==> config.mk <==
export PLATFORM = sky130hd
export DESIGN_NAME = frame_buffer_reader
export DESIGN_NICKNAME = d
export VERILOG_FILES = /design/src/rtl/frame_buffer_reader.sv
export SDC_FILE = /design/constraint.sdc
export NUM_CORES = 1
export LEC_CHECK = 0
export CORE_MARGIN = 2
export CORE_UTILIZATION = 52
export DETAILED_ROUTE_END_ITERATION = 16
export GPL_TIMING_DRIVEN = 0
export PLACE_DENSITY_LB_ADDON = 0.08
export SYNTH_ARGS = -nofsm -noshare
export SYNTH_HDL_FRONTEND = slang
export SYNTH_SLANG_ARGS = --single-unit
==> constraint.sdc <==
create_clock -name clock -period 6 [get_ports clock]
set_clock_uncertainty 0.1 [all_clocks]
set_input_delay 0.6 -clock clock [delete_from_list [all_inputs] [get_ports clock]]
set_output_delay 0.6 -clock clock [all_outputs]
set_load 0.01 [all_outputs]
==> src/rtl/frame_buffer_reader.sv <==
// rtl/frame_buffer_reader.sv - Avalon-MM frame buffer scan-out reader feeding the LCD pixel stream
module frame_buffer_reader #(
    parameter logic [31:0] FB_ADDRESS = 32'h0000_0000,
    parameter int          FB_WIDTH   = 800,
    parameter int          FB_HEIGHT  = 480,
    parameter int          FIFO_DEPTH = 16
) (
    input  logic        clock,
    input  logic        reset_n,
    input  logic        frame_start,
    output logic [28:0] address,
    output logic [7:0]  burstcount,
    output logic        read,
    input  logic        waitrequest,
    input  logic [63:0] readdata,
    input  logic        readdatavalid,
    output logic        pixel_valid,
    input  logic        pixel_ready,
    output logic [23:0] pixel_data,
    output logic        pixel_first,
    output logic        pixel_last,
    output logic        underflow
);
    localparam int          AW        = (FIFO_DEPTH > 1) ? $clog2(FIFO_DEPTH) : 1;
    localparam int          CW        = AW + 1;
    localparam logic [19:0] W_WORDS   = 20'(FB_WIDTH * FB_HEIGHT / 2);
    localparam logic [19:0] PIX_TOTAL = 20'(FB_WIDTH * FB_HEIGHT);
    localparam logic [19:0] PIX_LAST  = PIX_TOTAL - 20'd1;
    localparam logic [20:0] DEPTH_W   = 21'(FIFO_DEPTH);
    localparam logic [28:0] BASE_WORD = FB_ADDRESS[31:3];

    typedef enum logic [1:0] {S_IDLE, S_FETCH, S_DONE, S_DRAIN} state_t;

    state_t        state_q, state_d;
    logic          read_q, read_d;
    logic [28:0]   address_q, address_d;
    logic [19:0]   requested_q, requested_d;
    logic [19:0]   outstanding_q, outstanding_d;
    logic          restart_pending_q, restart_pending_d;
    logic [AW-1:0] wr_ptr_q, wr_ptr_d;
    logic [AW-1:0] rd_ptr_q, rd_ptr_d;
    logic [CW-1:0] fifo_count_q, fifo_count_d;
    logic          half_q, half_d;
    logic [19:0]   pix_cnt_q, pix_cnt_d;
    logic          underflow_q, underflow_d;
    logic [47:0]   fifo_mem_q [FIFO_DEPTH];

    logic          accept, hold, active, rdv_dec, push, pop, pix_avail, pix_fire;
    logic [47:0]   head;
    logic [23:0]   half_sel;
    logic [20:0]   reserved;
    logic          unused_readdata;

    // FIFO keeps only the 24 colour bits of each half-word
    assign unused_readdata = &{1'b0, readdata[63:56], readdata[31:24]};

    always_comb begin
        accept    = read_q && !waitrequest;
        hold      = read_q && waitrequest;
        active    = (state_q == S_FETCH) || (state_q == S_DONE);
        rdv_dec   = readdatavalid && (state_q != S_IDLE) && (outstanding_q != 20'd0);
        push      = rdv_dec && active && !frame_start;
        head      = fifo_mem_q[rd_ptr_q];
        pix_avail = (fifo_count_q != '0) && active && (pix_cnt_q < PIX_TOTAL);
        pix_fire  = pix_avail && pixel_ready && !frame_start;
        pop       = pix_fire && half_q;

        outstanding_d     = outstanding_q + 20'(accept) - 20'(rdv_dec);
        restart_pending_d = restart_pending_q && !accept;

        wr_ptr_d     = wr_ptr_q;
        rd_ptr_d     = rd_ptr_q;
        fifo_count_d = fifo_count_q;
        half_d       = half_q;
        pix_cnt_d    = pix_cnt_q;
        underflow_d  = underflow_q;
        if (frame_start && state_q != S_DRAIN) begin
            wr_ptr_d     = '0;
            rd_ptr_d     = '0;
            fifo_count_d = '0;
            half_d       = 1'b0;
            pix_cnt_d    = '0;
            underflow_d  = 1'b0;
        end else begin
            if (push) wr_ptr_d = wr_ptr_q + AW'(1);
            if (pop)  rd_ptr_d = rd_ptr_q + AW'(1);
            fifo_count_d = fifo_count_q + CW'(push) - CW'(pop);
            if (pix_fire) begin
                half_d    = !half_q;
                pix_cnt_d = pix_cnt_q + 20'd1;
            end
            if (pixel_ready && !pix_avail && active && (pix_cnt_q < PIX_TOTAL)) underflow_d = 1'b1;
        end

        state_d     = state_q;
        address_d   = address_q + 29'(accept);
        requested_d = requested_q + 20'(accept);
        case (state_q)
            S_IDLE: begin
                if (frame_start) begin
                    state_d     = S_FETCH;
                    address_d   = BASE_WORD;
                    requested_d = '0;
                end
            end
            S_FETCH, S_DONE: begin
                if (frame_start) begin
                    // a stalled read cannot be withdrawn; its data is dropped in DRAIN
                    if (hold) restart_pending_d = 1'b1;
                    if (outstanding_d != '0 || hold) begin
                        state_d = S_DRAIN;
                    end else begin
                        state_d     = S_FETCH;
                        address_d   = BASE_WORD;
                        requested_d = '0;
                    end
                end else if (state_q == S_FETCH && requested_d == W_WORDS) begin
                    state_d = S_DONE;
                end
            end
            S_DRAIN: begin
                if (outstanding_d == '0 && !restart_pending_d && !hold) begin
                    state_d     = S_FETCH;
                    address_d   = BASE_WORD;
                    requested_d = '0;
                end
            end
            default: state_d = S_IDLE;
        endcase

        // every issued read owns a FIFO slot, so returning data can never overflow it
        reserved = 21'(fifo_count_d) + {1'b0, outstanding_d};
        if (hold)                    read_d = 1'b1;
        else if (state_d == S_FETCH) read_d = (reserved < DEPTH_W) && (requested_d < W_WORDS);
        else                         read_d = 1'b0;

        half_sel = half_q ? head[47:24] : head[23:0];
    end

    always_ff @(posedge clock) begin
        if (!reset_n) begin
            state_q           <= S_IDLE;
            read_q            <= 1'b0;
            address_q         <= BASE_WORD;
            requested_q       <= '0;
            outstanding_q     <= '0;
            restart_pending_q <= 1'b0;
            wr_ptr_q          <= '0;
            rd_ptr_q          <= '0;
            fifo_count_q      <= '0;
            half_q            <= 1'b0;
            pix_cnt_q         <= '0;
            underflow_q       <= 1'b0;
        end else begin
            state_q           <= state_d;
            read_q            <= read_d;
            address_q         <= address_d;
            requested_q       <= requested_d;
            outstanding_q     <= outstanding_d;
            restart_pending_q <= restart_pending_d;
            wr_ptr_q          <= wr_ptr_d;
            rd_ptr_q          <= rd_ptr_d;
            fifo_count_q      <= fifo_count_d;
            half_q            <= half_d;
            pix_cnt_q         <= pix_cnt_d;
            underflow_q       <= underflow_d;
        end
    end

    always_ff @(posedge clock) begin
        if (push) fifo_mem_q[wr_ptr_q] <= {readdata[55:32], readdata[23:0]};
    end

    assign address     = address_q;
    assign burstcount  = 8'h01;
    assign read        = read_q;
    assign pixel_valid = pix_avail;
    assign pixel_data  = {half_sel[7:0], half_sel[15:8], half_sel[23:16]};
    assign pixel_first = pix_avail && (pix_cnt_q == 20'd0);
    assign pixel_last  = pix_avail && (pix_cnt_q == PIX_LAST);
    assign underflow   = underflow_q;
endmodule

==> metrics.md <==
| Metric | Value |
|---|---|
| Wire length reported by the detailed router | 83.5 mm |
| CTS Buffer Depth | 3 |
| Fin. max-slew vios | 0 |
| DRC violation total after the first TritonRoute iteration | between 1,500 and 2,000 |
| Placeable core region | 68,700 sq um |
| Die span in y | 268 um |
| Static power due to leakage | between 10 and 15 nW |
| Register bit total from synthesis | slightly below 900 |
| Mean post-synth cell area | between 15 and 20 sq um |
| Setup violations, final | 0 |
| Layout cell share with drive strength beyond 1 | approximately a quarter |
| Sequential area share after synthesis | a little over two thirds |
| Maximum number of pins on one net before global-route repair | 22 |
| Critical path start-end classification | flop to flop |
| Final cycle utilization of the critical path | about nine tenths |
| Initial cell density of the core | between 50 and 60% |
| Unrepaired setup endpoints after global routing | false |
| Antenna-violating nets left | 0 |
| Io pins | approximately 140 |
| Maximum fanout along the worst path | 9 |
| Clock-pin slew on the worst setup and hold paths | about 0.06 ns |
| Synth warnings | 0 |
| Number of failing hold endpoints at the final stage | 0 |
| Total DRC errors in the routed layout | 0 |
| Most used DFF post-synth | sky130_fd_sc_hd__edfxtp_1 |
| Headroom to the max-slew limit | 16.3% |
| Initial antenna violation count | 6 |
| Leading post-synthesis cells by cell area | sky130_fd_sc_hd__edfxtp_1, sky130_fd_sc_hd__mux4_2, sky130_fd_sc_hd__dfxtp_1, sky130_fd_sc_hd__ha_1, sky130_fd_sc_hd__nor2_4 |
| Peak supply drop | ~0.26 mV |
| Launch point of the worst hold path | pix_cnt_q[19] |
| Critical Path Start | state_q[0] |
| Fraction of post-synthesis cell area in the top cell type by area | 63.9% |
| Number of vias in the routed layout | 18,700 |
| Highest attainable clock frequency | ~180 MHz |
| Dpl ws | roughly 0.14 ns |
| Net count of the finished layout | 2,292 |
| Number of port buffers | approximately 110 |
| Cells after Synth | around 1,900 |
| Final min period | approximately 5.5 ns |
| Nature of the critical path endpoint | flop |
| WP data required | between 6 and 7 ns |
| Cell type with the highest aggregate area in the netlist | sky130_fd_sc_hd__edfxtp_1 |
| Overall global routing resource usage | between 20% and 30% |
| Worst setup slack after layout | a little under 0.5 ns |
| Signal arrival time at the worst endpoint | roughly 6 ns |
| Cell at the root of the clock tree | sky130_fd_sc_hd__clkbuf_16 |
| Most common cell after layout, fill and taps aside | sky130_fd_sc_hd__edfxtp_1 |
| Netlist cell types | between 80 and 90 |
| CTS tree | yes |
| Maximum level of the CTS H-tree | 3 |
| First-pass detailed-route iteration total | 7 |
| Horiz. Die Dim | about 270 um |
| Post-CTS setup-driven buffer insertion count | 0 |
| Via count of the first global-routing pass | 19,100 |
| GR Overflow Total | 0 |
| Proportion of register bits with asynchronous set or reset after synthesis | 0% |
| Total clock sinks | 880 |
| Total power per unit cell area | between 300 and 400 nW/um^2 |
| Synth Cell Area | around 36,000 sq um |
| Worst R2R Start | state_q[0] |
| Routed wire length per instance | between 20 and 30 um |
| Slew at the pin closest to its max-slew limit | ~1.3 ns |
| Max-cap viol count | 0 |
| Status | finished, final reports clean |
| Standard-cell rows | 96 |
| First-pass GRT wire length | approximately 120 mm |
| Via/cell ratio | 5.89 |
| Hpwl dp | about 55 mm |
| HP Class | flop to flop |
| Type of origin of the critical path | flop |
| Post-synth EDFFs | 768 |
| Sum of negative setup slack | 0 ns |
| Layout area overhead | 17.2% |
| Number of CTS-inserted buffers | 91 |
| Worst hold slack | ~0.36 ns |
| Global placement routability congestion | 0.808 |
| Die outline area | 71,600 sq um |
| Source-to-sink clock delay at the later pin of the worst-skew pair | 0.64 ns |
| Most frequent cells in the layout | sky130_fd_sc_hd__edfxtp_1, sky130_fd_sc_hd__mux4_2, sky130_fd_sc_hd__dfxtp_1 |
[timing repair]
action,4_1_cts,5_1_grt
gates resized for setup,0,1
hold buffers,0,0
endpoints found under the setup margin,0,1
[through the flow]
stage	util, %	std cells	power, W	instance area [sq um]
4_1_cts	61.6	3175	0.0144	42300
3_3_place_gp	55.9	2954	0.00876	38400
6_report	61.6	3175	0.0143	42300
5_1_grt	61.6	3174	0.0148	42300
3_5_place_dp	57.3	3006	0.00879	39300
2_1_floorplan	-	1912	0.00832	36100
[synth_stat cells, types with 11 or more instances]
cell / number
sky130_fd_sc_hd__a21oi_1: 30
sky130_fd_sc_hd__and2_1: 15
sky130_fd_sc_hd__and3_1: 22
sky130_fd_sc_hd__buf_1: 15
sky130_fd_sc_hd__clkbuf_1: 53
sky130_fd_sc_hd__dfxtp_1: 112
sky130_fd_sc_hd__edfxtp_1: 768
sky130_fd_sc_hd__ha_1: 54
sky130_fd_sc_hd__inv_1: 52
sky130_fd_sc_hd__mux2_2: 24
sky130_fd_sc_hd__mux4_2: 240
sky130_fd_sc_hd__nand2_1: 59
sky130_fd_sc_hd__nand3_1: 27
sky130_fd_sc_hd__nand4_1: 17
sky130_fd_sc_hd__nor2_1: 96
sky130_fd_sc_hd__nor2_4: 39
sky130_fd_sc_hd__nor2b_1: 11
sky130_fd_sc_hd__nor3_1: 23
sky130_fd_sc_hd__o21ai_0: 17
sky130_fd_sc_hd__xnor2_1: 36
sky130_fd_sc_hd__xor2_1: 49
[critical path, stage by stage, from the launching register on]
cell	delay, ns
sky130_fd_sc_hd__dfxtp_1	0.40
sky130_fd_sc_hd__inv_1	0.09
sky130_fd_sc_hd__ha_1	0.41
sky130_fd_sc_hd__o211a_1	0.20
sky130_fd_sc_hd__nor2b_1	0.26
sky130_fd_sc_hd__and3_2	0.38
sky130_fd_sc_hd__and2_1	0.33
sky130_fd_sc_hd__ha_1	0.17
sky130_fd_sc_hd__inv_1	0.04
sky130_fd_sc_hd__ha_1	0.20
sky130_fd_sc_hd__fa_1	0.41
sky130_fd_sc_hd__xnor2_1	0.23
sky130_fd_sc_hd__nor2_1	0.07
sky130_fd_sc_hd__ha_1	0.27
sky130_fd_sc_hd__or3_1	0.09
sky130_fd_sc_hd__o21ai_0	0.07
sky130_fd_sc_hd__a21oi_1	0.24
sky130_fd_sc_hd__nand2_1	0.11
sky130_fd_sc_hd__a21oi_1	0.25
sky130_fd_sc_hd__nand4b_1	0.21
sky130_fd_sc_hd__o41ai_1	0.34
sky130_fd_sc_hd__o41a_1	0.22
sky130_fd_sc_hd__nand4_1	0.10
sky130_fd_sc_hd__o31ai_1	0.22
[flip-flops by register name (all words and copies together) (netlist names), named ones only]
name           cells
rd_ptr_q           4
fifo_count_q       5
pix_cnt_q         20
state_q            2
wr_ptr_q           4
read               1
half_q             1
address           29
outstanding_q     20
underflow          1
requested_q       20
fifo_mem_q       768
[routing by layer]
layer | vias to the layer above | part of all wire [%] | global-route usage, %
li1 | 8157 | - | -
met1 | 9818 | 41 | 32.9
met2 | 584 | 50 | 39.4
met3 | 126 | 6.2 | 4.36
met4 | 8 | 3.0 | 7.40
met5 | - | 0.059 | 0
[report_power, final]
| group | switching (W) | total, W | internal, W | leakage, nW |
|---|---|---|---|---|
| Combinational | 0.00119 | 0.00194 | 0.000757 | 3.87 |
| Sequential | 0.0000289 | 0.00674 | 0.00671 | 7.81 |
| Clock | 0.00234 | 0.00563 | 0.00329 | 1.47 |
[cells by family after synthesis]
kind of cell | share of synthesized area, %
AO/OA/AOI/OAI | 2.28
XOR/XNOR | 2.15
adder cells (fa/ha/maj) | 1.98
buffers and inverters | 1.71
flip-flops | 70.1
multiplexers | 15.9
other | 0.0208
AND/OR/NAND/NOR | 5.92
[final timing paths]
path	slack [ns]	endpoint	depth (start not counted)
setup / recovery	0.49	read	23
hold / removal	0.36	pix_cnt_q[19]	2
setup reg to reg	0.49	read	23
hold reg to reg	0.36	pix_cnt_q[19]	2
[cell type report]
| class | count | area (sq um) |
|---|---|---|
| fill | 4946 | 26400 |
| sequential | 880 | 25300 |
| multi-input combinational | 898 | 10300 |
| clock buffer | 107 | 2390 |
| timing repair buffer | 163 | 1930 |
| tap | 931 | 1160 |
| clock inverter | 62 | 604 |
| buffer | 80 | 414 |
| inverter | 52 | 195 |
| antenna | 2 | 5.00 |
Note: power is estimated with default switching activity, not from simulation.
